`src/rtl/wave_cmd_parser_if.sv`:
```
// ---------------------------------------------------------------------------
// wave_cmd_parser_if
//
// Bundles the signals between the command parser and its neighbours:
//   rx_data / rx_valid    byte stream from the UART receiver
//   wave_type / cmd_rdy / en
//                         control outputs towards the waveform generator
//   tx_data / tx_valid / tx_ready
//                         acknowledge byte towards the UART transmitter
//   err_cnt               saturating count of rejected frames
//
// Modports:
//   master : environment side (drives the receive stream and tx_ready)
//   slave  : parser side (drives generator controls, response, err_cnt)
// ---------------------------------------------------------------------------
interface wave_cmd_parser_if;
    logic [7:0] rx_data;
    logic       rx_valid;
    logic [7:0] wave_type;
    logic       cmd_rdy;
    logic       en;
    logic [7:0] tx_data;
    logic       tx_valid;
    logic       tx_ready;
    logic [7:0] err_cnt;

    modport master (
        output rx_data, rx_valid, tx_ready,
        input  wave_type, cmd_rdy, en, tx_data, tx_valid, err_cnt
    );

    modport slave (
        input  rx_data, rx_valid, tx_ready,
        output wave_type, cmd_rdy, en, tx_data, tx_valid, err_cnt
    );
endinterface

```
`src/rtl/wave_cmd_parser.sv`:
```
// ---------------------------------------------------------------------------
// wave_cmd_parser
//
// Decodes ASCII command frames from the UART byte stream and drives the
// waveform generator controls:
//   *W<d>CR   select waveform d ('1'..'3')
//   *ECR      enable generator (re-issues cmd_rdy with the current type)
//   *DCR      disable generator
// Each completed or rejected frame returns 'K' or '?' through a
// valid/ready handshake. A '*' inside a frame restarts it silently.
//
// Ports:
//   clk   system clock
//   rst   asynchronous, active-high reset
//   bus   wave_cmd_parser_if.slave (receive stream, generator controls,
//         response handshake, error counter)
//
// Parameter:
//   TIMEOUT_CYCLES  byte slots allowed without a byte inside a frame
//
// Received bytes pass through one register stage before the FSM, so a byte
// strobed at edge N is acted on at edge N+1 and its effect on the outputs is
// visible after edge N+1. The inter-byte timeout is measured in the same
// registered domain: an expiry occupies the slot a byte would have used, and
// a byte landing in that slot takes priority.
// ---------------------------------------------------------------------------
module wave_cmd_parser #(
    parameter int unsigned TIMEOUT_CYCLES = 1000000
) (
    input  logic             clk,
    input  logic             rst,
    wave_cmd_parser_if.slave bus
);
    // Timer never needs to hold more than TIMEOUT_CYCLES-1.
    localparam int unsigned TW = (TIMEOUT_CYCLES > 1) ? $clog2(TIMEOUT_CYCLES) : 1;

    localparam logic [7:0] CH_STAR = 8'h2A;
    localparam logic [7:0] CH_CR   = 8'h0D;
    localparam logic [7:0] CH_W    = 8'h57;
    localparam logic [7:0] CH_E    = 8'h45;
    localparam logic [7:0] CH_D    = 8'h44;
    localparam logic [7:0] CH_K    = 8'h4B;
    localparam logic [7:0] CH_Q    = 8'h3F;

    typedef enum logic [2:0] {IDLE, CMD, ARG, TERM, RESP} state_t;
    typedef enum logic [1:0] {OP_W, OP_E, OP_D} op_t;

    state_t        state, state_nx;
    op_t           op_q, op_nx;
    logic [1:0]    arg_q, arg_nx;

    logic [7:0]    byte_q;
    logic          byte_vld;
    logic [TW-1:0] timer;
    logic          active;
    logic          timed_out;
    logic          do_exec;
    logic          do_err;

    logic [7:0]    wave_type_q;
    logic          cmd_rdy_q;
    logic          en_q;
    logic [7:0]    tx_data_q;
    logic          tx_valid_q;
    logic [7:0]    err_cnt_q;

    // -----------------------------------------------------------------------
    // Input register. Bytes captured while a response is pending are
    // discarded here; a byte captured on the edge that enters RESP is
    // discarded by the FSM instead.
    // -----------------------------------------------------------------------
    always_ff @(posedge clk or posedge rst) begin
        if (rst) begin
            byte_vld <= 1'b0;
        end else begin
            // NOTE: clocked state always uses non-blocking assignments so every
            // register samples the pre-edge values regardless of block order.
            byte_vld <= bus.rx_valid && (state != RESP);
        end
    end

    // NOTE: the data byte carries no reset; it is only ever consumed when
    // byte_vld, which is reset, qualifies it.
    always_ff @(posedge clk) begin
        byte_q <= bus.rx_data;
    end

    // -----------------------------------------------------------------------
    // Inter-byte timer. Runs only inside a frame; every frame starts with a
    // '*' byte, so the clear-on-byte also covers entry to CMD.
    // -----------------------------------------------------------------------
    assign active    = (state == CMD) || (state == ARG) || (state == TERM);
    assign timed_out = active && !byte_vld && (timer == TW'(TIMEOUT_CYCLES - 1));

    always_ff @(posedge clk or posedge rst) begin
        if (rst) begin
            timer <= '0;
        end else if (byte_vld || !active || timed_out) begin
            timer <= '0;
        end else begin
            timer <= timer + TW'(1);
        end
    end

    // -----------------------------------------------------------------------
    // FSM state register (with the pending operation and argument)
    // -----------------------------------------------------------------------
    always_ff @(posedge clk or posedge rst) begin
        if (rst) begin
            state <= IDLE;
            op_q  <= OP_W;
            arg_q <= 2'd0;
        end else begin
            state <= state_nx;
            op_q  <= op_nx;
            arg_q <= arg_nx;
        end
    end

    // -----------------------------------------------------------------------
    // FSM next state and strobes
    // -----------------------------------------------------------------------
    always_comb begin
        // NOTE: every combinational output gets a default first, so no path
        // leaves one unassigned and no latch is inferred.
        state_nx = state;
        op_nx    = op_q;
        arg_nx   = arg_q;
        do_exec  = 1'b0;
        do_err   = 1'b0;

        case (state)
            IDLE: begin
                if (byte_vld && byte_q == CH_STAR) state_nx = CMD;
            end
            CMD: begin
                if (byte_vld) begin
                    if (byte_q == CH_W) begin
                        op_nx    = OP_W;
                        state_nx = ARG;
                    end else if (byte_q == CH_E) begin
                        op_nx    = OP_E;
                        state_nx = TERM;
                    end else if (byte_q == CH_D) begin
                        op_nx    = OP_D;
                        state_nx = TERM;
                    end else if (byte_q != CH_STAR) begin
                        do_err = 1'b1;
                    end
                end else if (timed_out) begin
                    do_err = 1'b1;
                end
            end
            ARG: begin
                if (byte_vld) begin
                    if (byte_q inside {8'h31, 8'h32, 8'h33}) begin
                        arg_nx   = byte_q[1:0];
                        state_nx = TERM;
                    end else if (byte_q == CH_STAR) begin
                        state_nx = CMD;
                    end else begin
                        do_err = 1'b1;
                    end
                end else if (timed_out) begin
                    do_err = 1'b1;
                end
            end
            TERM: begin
                if (byte_vld) begin
                    if (byte_q == CH_CR) begin
                        do_exec  = 1'b1;
                        state_nx = RESP;
                    end else if (byte_q == CH_STAR) begin
                        state_nx = CMD;
                    end else begin
                        do_err = 1'b1;
                    end
                end else if (timed_out) begin
                    do_err = 1'b1;
                end
            end
            RESP: begin
                if (bus.tx_ready) state_nx = IDLE;
            end
            default: state_nx = IDLE;
        endcase

        if (do_err) state_nx = RESP;
    end

    // -----------------------------------------------------------------------
    // Generator controls, response and error counter
    // -----------------------------------------------------------------------
    always_ff @(posedge clk or posedge rst) begin
        if (rst) begin
            wave_type_q <= 8'h00;
            cmd_rdy_q   <= 1'b0;
            en_q        <= 1'b0;
            tx_data_q   <= 8'h00;
            tx_valid_q  <= 1'b0;
            err_cnt_q   <= 8'h00;
        end else begin
            cmd_rdy_q <= 1'b0;
            if (do_exec) begin
                tx_valid_q <= 1'b1;
                tx_data_q  <= CH_K;
                case (op_q)
                    OP_W: begin
                        wave_type_q <= {6'b0, arg_q};
                        cmd_rdy_q   <= 1'b1;
                    end
                    OP_E: begin
                        // Re-issue the current type: the generator ignores
                        // cmd_rdy while disabled.
                        en_q      <= 1'b1;
                        cmd_rdy_q <= 1'b1;
                    end
                    OP_D:    en_q <= 1'b0;
                    default: ;
                endcase
            end else if (do_err) begin
                tx_valid_q <= 1'b1;
                tx_data_q  <= CH_Q;
                if (err_cnt_q != 8'hFF) err_cnt_q <= err_cnt_q + 8'd1;
            end else if (state == RESP && bus.tx_ready) begin
                tx_valid_q <= 1'b0;
            end
        end
    end

    assign bus.wave_type = wave_type_q;
    assign bus.cmd_rdy   = cmd_rdy_q;
    assign bus.en        = en_q;
    assign bus.tx_data   = tx_data_q;
    assign bus.tx_valid  = tx_valid_q;
    assign bus.err_cnt   = err_cnt_q;

endmodule

```
`src/flat_wrapper.sv`:
```
// flat-port wrapper written by rule: the top's interface ports become plain ports
module wave_cmd_parser_flat 
#(
    parameter int unsigned TIMEOUT_CYCLES = 1000000
)
  (clk, rst, bus_rx_data, bus_rx_valid, bus_tx_ready, bus_wave_type, bus_cmd_rdy, bus_en, bus_tx_data, bus_tx_valid, bus_err_cnt);
  wave_cmd_parser_if bus_i ();
  input  logic clk;
  input  logic rst;
  input wire logic [$bits(bus_i.rx_data)-1:0] bus_rx_data;
  input wire logic [$bits(bus_i.rx_valid)-1:0] bus_rx_valid;
  input wire logic [$bits(bus_i.tx_ready)-1:0] bus_tx_ready;
  output wire logic [$bits(bus_i.wave_type)-1:0] bus_wave_type;
  output wire logic [$bits(bus_i.cmd_rdy)-1:0] bus_cmd_rdy;
  output wire logic [$bits(bus_i.en)-1:0] bus_en;
  output wire logic [$bits(bus_i.tx_data)-1:0] bus_tx_data;
  output wire logic [$bits(bus_i.tx_valid)-1:0] bus_tx_valid;
  output wire logic [$bits(bus_i.err_cnt)-1:0] bus_err_cnt;
  assign bus_i.rx_data = bus_rx_data;
  assign bus_i.rx_valid = bus_rx_valid;
  assign bus_i.tx_ready = bus_tx_ready;
  assign bus_wave_type = bus_i.wave_type;
  assign bus_cmd_rdy = bus_i.cmd_rdy;
  assign bus_en = bus_i.en;
  assign bus_tx_data = bus_i.tx_data;
  assign bus_tx_valid = bus_i.tx_valid;
  assign bus_err_cnt = bus_i.err_cnt;
  wave_cmd_parser #(.TIMEOUT_CYCLES(TIMEOUT_CYCLES)) u_core (.clk(clk), .rst(rst), .bus(bus_i));
endmodule
```
`config.mk`:
```
export PLATFORM = sky130hd
export DESIGN_NAME = wave_cmd_parser_flat
export DESIGN_NICKNAME = d
export VERILOG_FILES = /design/src/rtl/wave_cmd_parser_if.sv /design/src/rtl/wave_cmd_parser.sv /design/src/flat_wrapper.sv
export SDC_FILE = /design/constraint.sdc
export NUM_CORES = 1
export LEC_CHECK = 0
export CAP_MARGIN = 5
export CORE_UTILIZATION = 58
export DETAILED_ROUTE_END_ITERATION = 16
export PLACE_DENSITY = 0.87
export SLEW_MARGIN = 20
export SYNTH_ARGS = -nofsm -noshare
export SYNTH_HDL_FRONTEND = slang
export SYNTH_SLANG_ARGS = --single-unit
```
`constraint.sdc`:
```
create_clock -name clk -period 4.72 [get_ports clk]
set_clock_uncertainty 0.2 [all_clocks]
set_input_delay 0.944 -clock clk [delete_from_list [all_inputs] [get_ports clk]]
set_output_delay 0.944 -clock clk [all_outputs]
set_load 0.01 [all_outputs]
```
-- Yosys cells after proc, flatten, opt, wreduce, memory -nomap -nowiden
Cells that the tools add are included.
Widths: inputs -> output; s select.
- add/subtract/negate cells: 2
- eq/ne operators: 24
- muxes and demuxes: 40
- bitwise logic cells: 1
- reduce and logical (&&, ||, !) cells: 25
- operators with widths (cell ; count):
    $mux 3 ; 12
    $eq 8x6->1 const B ; 4
    $eq 8x7->1 const B ; 3
    $add 20x1->20 const B ; 1
    $eq 20x20->1 const B ; 1
    $mux 20 ; 1
    $mux 1 ; 19
    $mux 8 ; 2
    $pmux 3 s5 ; 1
    $ne 3x1->1 const B ; 4
    $reduce_and 3->1 ; 3
    $reduce_bool 3->1 ; 3
    $add 8x1->8 const B ; 1
    $eq 8x4->1 const B ; 1
    $ne 8x6->1 const B ; 1
    $ne 8x8->1 const B ; 1
    $eq 3x2->1 const B ; 2
    $mux 2 ; 3
    $reduce_and 6->1 ; 1
    $logic_and 1x1->1 ; 5
    $ne 5x4->1 const B ; 1
    $logic_or 1x1->1 ; 4
    $reduce_and 2->1 ; 2
    $reduce_bool 2->1 ; 2
    13 further kinds ; 14
- flip-flop bits (word level): 57
- input bits: 12
- output and inout bits: 27
- word-level logic and storage cells: 104

-- Depth between registers and ports, before layout
- depth after elaboration: 10
- gate-level depth with buffers: 7
- mapped depth without buffers: 7

-- Least setup slack after synthesis
OpenSTA, ideal clock, no wires.
- path type: register -> register
- from: reg u_core.timer[15]
- to: reg u_core.err_cnt_q[1], in the netlist u_core.bus.err_cnt[1]
- library setup time: 0.125 ns
- arrival: 1.980 ns
- required time: 4.395 ns
- path slack: 2.416 ns
- cell stages (with the launch flop): 6
- path buffers: 0
- period minus slack after synthesis: 2.304 ns
- path through: dfrtp_1 > or4_1 > nor4_2 > a21oi_2 > nor4_4 > mux2_2
- longest elaborated chain between the ends: 6
- elaborated cells on any way between the ends: 8
- those cells by class: eq/ne: 1; mux: 5; reduce/logical: 2
- RTL lines (element ; RTL line ; source):
    start, declared ; wave_cmd_parser.sv:54 ; logic [TW-1:0] timer;
    start signal, assigned ; wave_cmd_parser.sv:101 ; timer <= timer + TW'(1);
    $eq 20x20->1 * ; wave_cmd_parser.sv:93 ; assign timed_out = active && !byte_vld && (timer == TW'(TIMEOUT_CYCLES - 1));
    $logic_and 1x1->1 * ; wave_cmd_parser.sv:93 ;
    $mux 1 * ; wave_cmd_parser.sv:150, wave_cmd_parser.sv:164, wave_cmd_parser.sv:178 ;
    $mux 1 (on tied branches) ; wave_cmd_parser.sv:169, wave_cmd_parser.sv:137, wave_cmd_parser.sv:155 ;
    $pmux 1 s3 * ; wave_cmd_parser.sv:132 ; case (state)
    $reduce_and 3->1 (no source line) * ; - ;
    end signal, assigned ; wave_cmd_parser.sv:224 ; if (err_cnt_q != 8'hFF) err_cnt_q <= err_cnt_q + 8'd1;
    end, declared ; wave_cmd_parser.sv:65 ; logic [7:0] err_cnt_q;
Every way passes the cells marked *; elsewhere a longest branch is shown, timed or not.
A chain may end at the register's enable or synchronous reset.

-- Worst setup path after layout
- from: reg u_core.err_cnt_q[2], in the netlist u_core.bus.err_cnt[2]
- to: out bus_err_cnt[2]
- RTL lines (element ; RTL line ; source):
    end, declared ; flat_wrapper.sv:18 ; output wire logic [$bits(bus_i.err_cnt)-1:0] bus_err_cnt;
No word-level cell between the ends.

==> results.toml <==
[route]
first_iter_violations = 150
drt-total-wl_mm = 4.73
post_drt_wl_per_cell_microns = 14.2
vias = 1851
final_antenna_net_count = 0
vias_per_cell = 5.54
drc = 0
drt-pass1-iter-count = 4

[yosys]
synth-seq-cells = 52
synth-seq-area-share_pct = 48.5
synth_top_cell_by_area = "dfrtp_1"
syn_inst = 253
synth_edf_count = 0
synth_ff_type = "dfrtp_1"
syn_avg_cell_area_sq_um = 10.3
synth_warnings = 0
synthTopCellsByCount = "dfrtp_1 (44), nor2_1 (36), nand2_1 (23)"
ys_top_cells_by_area = "dfrtp_1 (42%), dfxtp_1 (6.2%), nor2_1 (5.2%), xnor2_1 (4.4%), xor2_1 (4.0%)"
yosysMostFrequentCell = "dfrtp_1"
yosys.cell_types.count = 52
yosysTopAreaCellShare_pct = 42.3
synth_area_sq_mm = 0.00260
async_reset_ff_share_pct = 84.6

[worst_hold_path]
holdCritPathClass = "reg -> reg"

[place]
placedCellCount = 326
routabilityCongestion = 0.845
pre_cts_ws_ns = 2.24
place_hpwl_mm = 3.35
port_buffers = 31

[worst_setup_path]
cp_num_buf_inv = 1
critical_path.top_delay_family = "buffers and inverters"
slowest_stage = "clkdlybuf4s50_1"
start_kind = "flop"
crit_path_max_fanout = 6
slowest_delay_ns = 0.57
crit_chain = "clkdlybuf4s50_1"
worstPathRequired_ns = 3.58
critPathCaptureType = "output pin"
cp.arrival_ns = 1.33
path_class = "reg -> out"

[floorplan]
dieArea_sq_mm = 0.00475
ioPinCount = 39
die_w_microns = 69.0
rows = 23
start_util_pct = 62.7
die_h_microns = 69.0
core-area_sq_mm = 0.00414

[sta]
rsz0062_at_grt = "no"
fin_ws_ns = 2.25
drv_slew = 0
fin_crit_ns = 2.47
setup_violations = 0
tns_ns = 0
period_share_pct = 52.4
maxSlewHeadroom_pct = 47.6
fmax_mhz = 404
worstMarginPinSlew_ns = 0.783
finalHoldViolCount = 0

[global_route]
grtUsageTotal_pct = 22.7
grt.overflow.total = 0
first_global_vias = 1768
grt_pass1_wl_mm = 7.92
grt_antenna_before_repair = 0
grt_max_degree = 25

[clocking]
clkLatencyLatePin_ns = 0.30
cts-hold-fix-buffers = 0
numCtsBuffers = 5
cts_max_level = 2
cts_setup_buffers = 0
cts_tree = "done"
root_buffer = "clkbuf_8"
post_cts_resized = 0
clk_path_buf_depth = 2
clk_pin_slew_ns = 0.09
cts_sinks = 52

[finish]
drive_gt1_share_pct = 9.86
finalNonFillerCells = 334
syn2layout_area_growth_pct = 14.8
nets = 300
diodes = 0

[power_and_ir_drop]
leakage_nw = 1.26
p_per_area_mw_per_mm2 = 389
vdd_ir_drop_max_uv = 257

[job]
cap_violations = 0

[status]
status = "completed"
## layout make-up
type	instances	area, sq um
Clock buffer	8	90.1
Fill cell	317	1160
Inverter	9	33.8
Multi-Input combinational cell	183	1220
Sequential cell	52	1260
Tap cell	50	62.6
Timing Repair Buffer	32	318
## where the power goes
group,internal (mW),switching (mW)
logic,0.166,0.179
registers,0.492,0.0657
clock network,0.120,0.137
total,0.778,0.381
## worst paths after layout
check | start | end | slack, ns | cells past startpoint
worst min-delay path | u_core.timer[0] | u_core.timer[0] | 0.25 | 1
worst max-delay path | u_core.bus.err_cnt[2] | bus_err_cnt[2] | 2.25 | 1
min in group asynchronous | rst | u_core.timer[16] | 0.87 | 2
worst min register to register | u_core.timer[0] | u_core.timer[0] | 0.25 | 1
max in group asynchronous | rst | u_core.op_q[0] | 2.66 | 3
worst max register to register | u_core.byte_q[6] | u_core.bus.tx_data[3] | 2.27 | 5
## through the flow
step | power (mW) | util, % | hold slack, ns | area (sq um)
detailed placement | 0.906 | 69.8 | 0.241 | 2890
CTS | 1.16 | 72.0 | 0.253 | 2980
floorplan | 0.812 | - | 0.224 | 2620
global route | 1.23 | 72.0 | 0.290 | 2980
finish | 1.16 | 72.0 | 0.253 | 2980
global placement | 0.894 | 69.8 | 0.235 | 2890
## cell families (layout without fill, tap and decap cells)
logic type / count (synthesis) / after routing / share of synthesized area, %
muxes: 6 / 6 / 2.55
AOI/OAI and AO/OA: 22 / 22 / 7.41
adders and majority gates: 5 / 5 / 2.41
DFF: 52 / 52 / 48.5
other: 1 / 7 / 0.144
and+or+nand+nor: 118 / 118 / 25.1
buffers and inverters: 24 / 49 / 5.49
xor gates and xnor gates: 25 / 25 / 8.42
## layer usage
layer  GRT usage [%]  part of all wire [%]  wire, microns
met1            30.2                    47           2210
met2            35.4                    47           2210
met3            4.61                   4.5            211
met4            10.7                   1.9             91
met5               0                     0              0
## flip-flops by register name, summed over array words and instances, names as in the netlist
register and count:
u_core.arg_q 2, u_core.bus.en 1, u_core.timer 20, u_core.bus.tx_data 3, u_core.bus.tx_valid 1, u_core.bus.cmd_rdy 1, u_core.state 3, u_core.op_q 2
u_core.byte_q 8, u_core.byte_vld 1, u_core.bus.wave_type 2, u_core.bus.err_cnt 8
## worst register-to-register path: stages, from the launching register on
cell       delay, ns
dfxtp_1         0.37
or4bb_1         0.58
a2111oi_4       0.55
a2bb2oi_4       0.21
nor2_1          0.12
or3_1           0.32
## cells in the final DEF, fill, tap and decap left out, types with 2 or more instances in the layout
cell,count
nand4_1,6
o21ai_0,5
or2_2,2
clkbuf_8,6
and2_1,4
xnor2_1,13
dfrtp_1,44
conb_1,7
nor2_1,36
nand3_1,13
ha_1,5
dfxtp_1,8
or4bb_1,2
nor3_1,6
xor2_1,12
or2b_2,2
mux2_2,5
a21oi_1,6
inv_1,9
nand4bb_1,2
clkdlybuf4s50_1,31
and4_1,2
nand2_1,23
and3_1,6
clkbuf_1,2
Note: power is estimated with default switching activity, not from simulation.
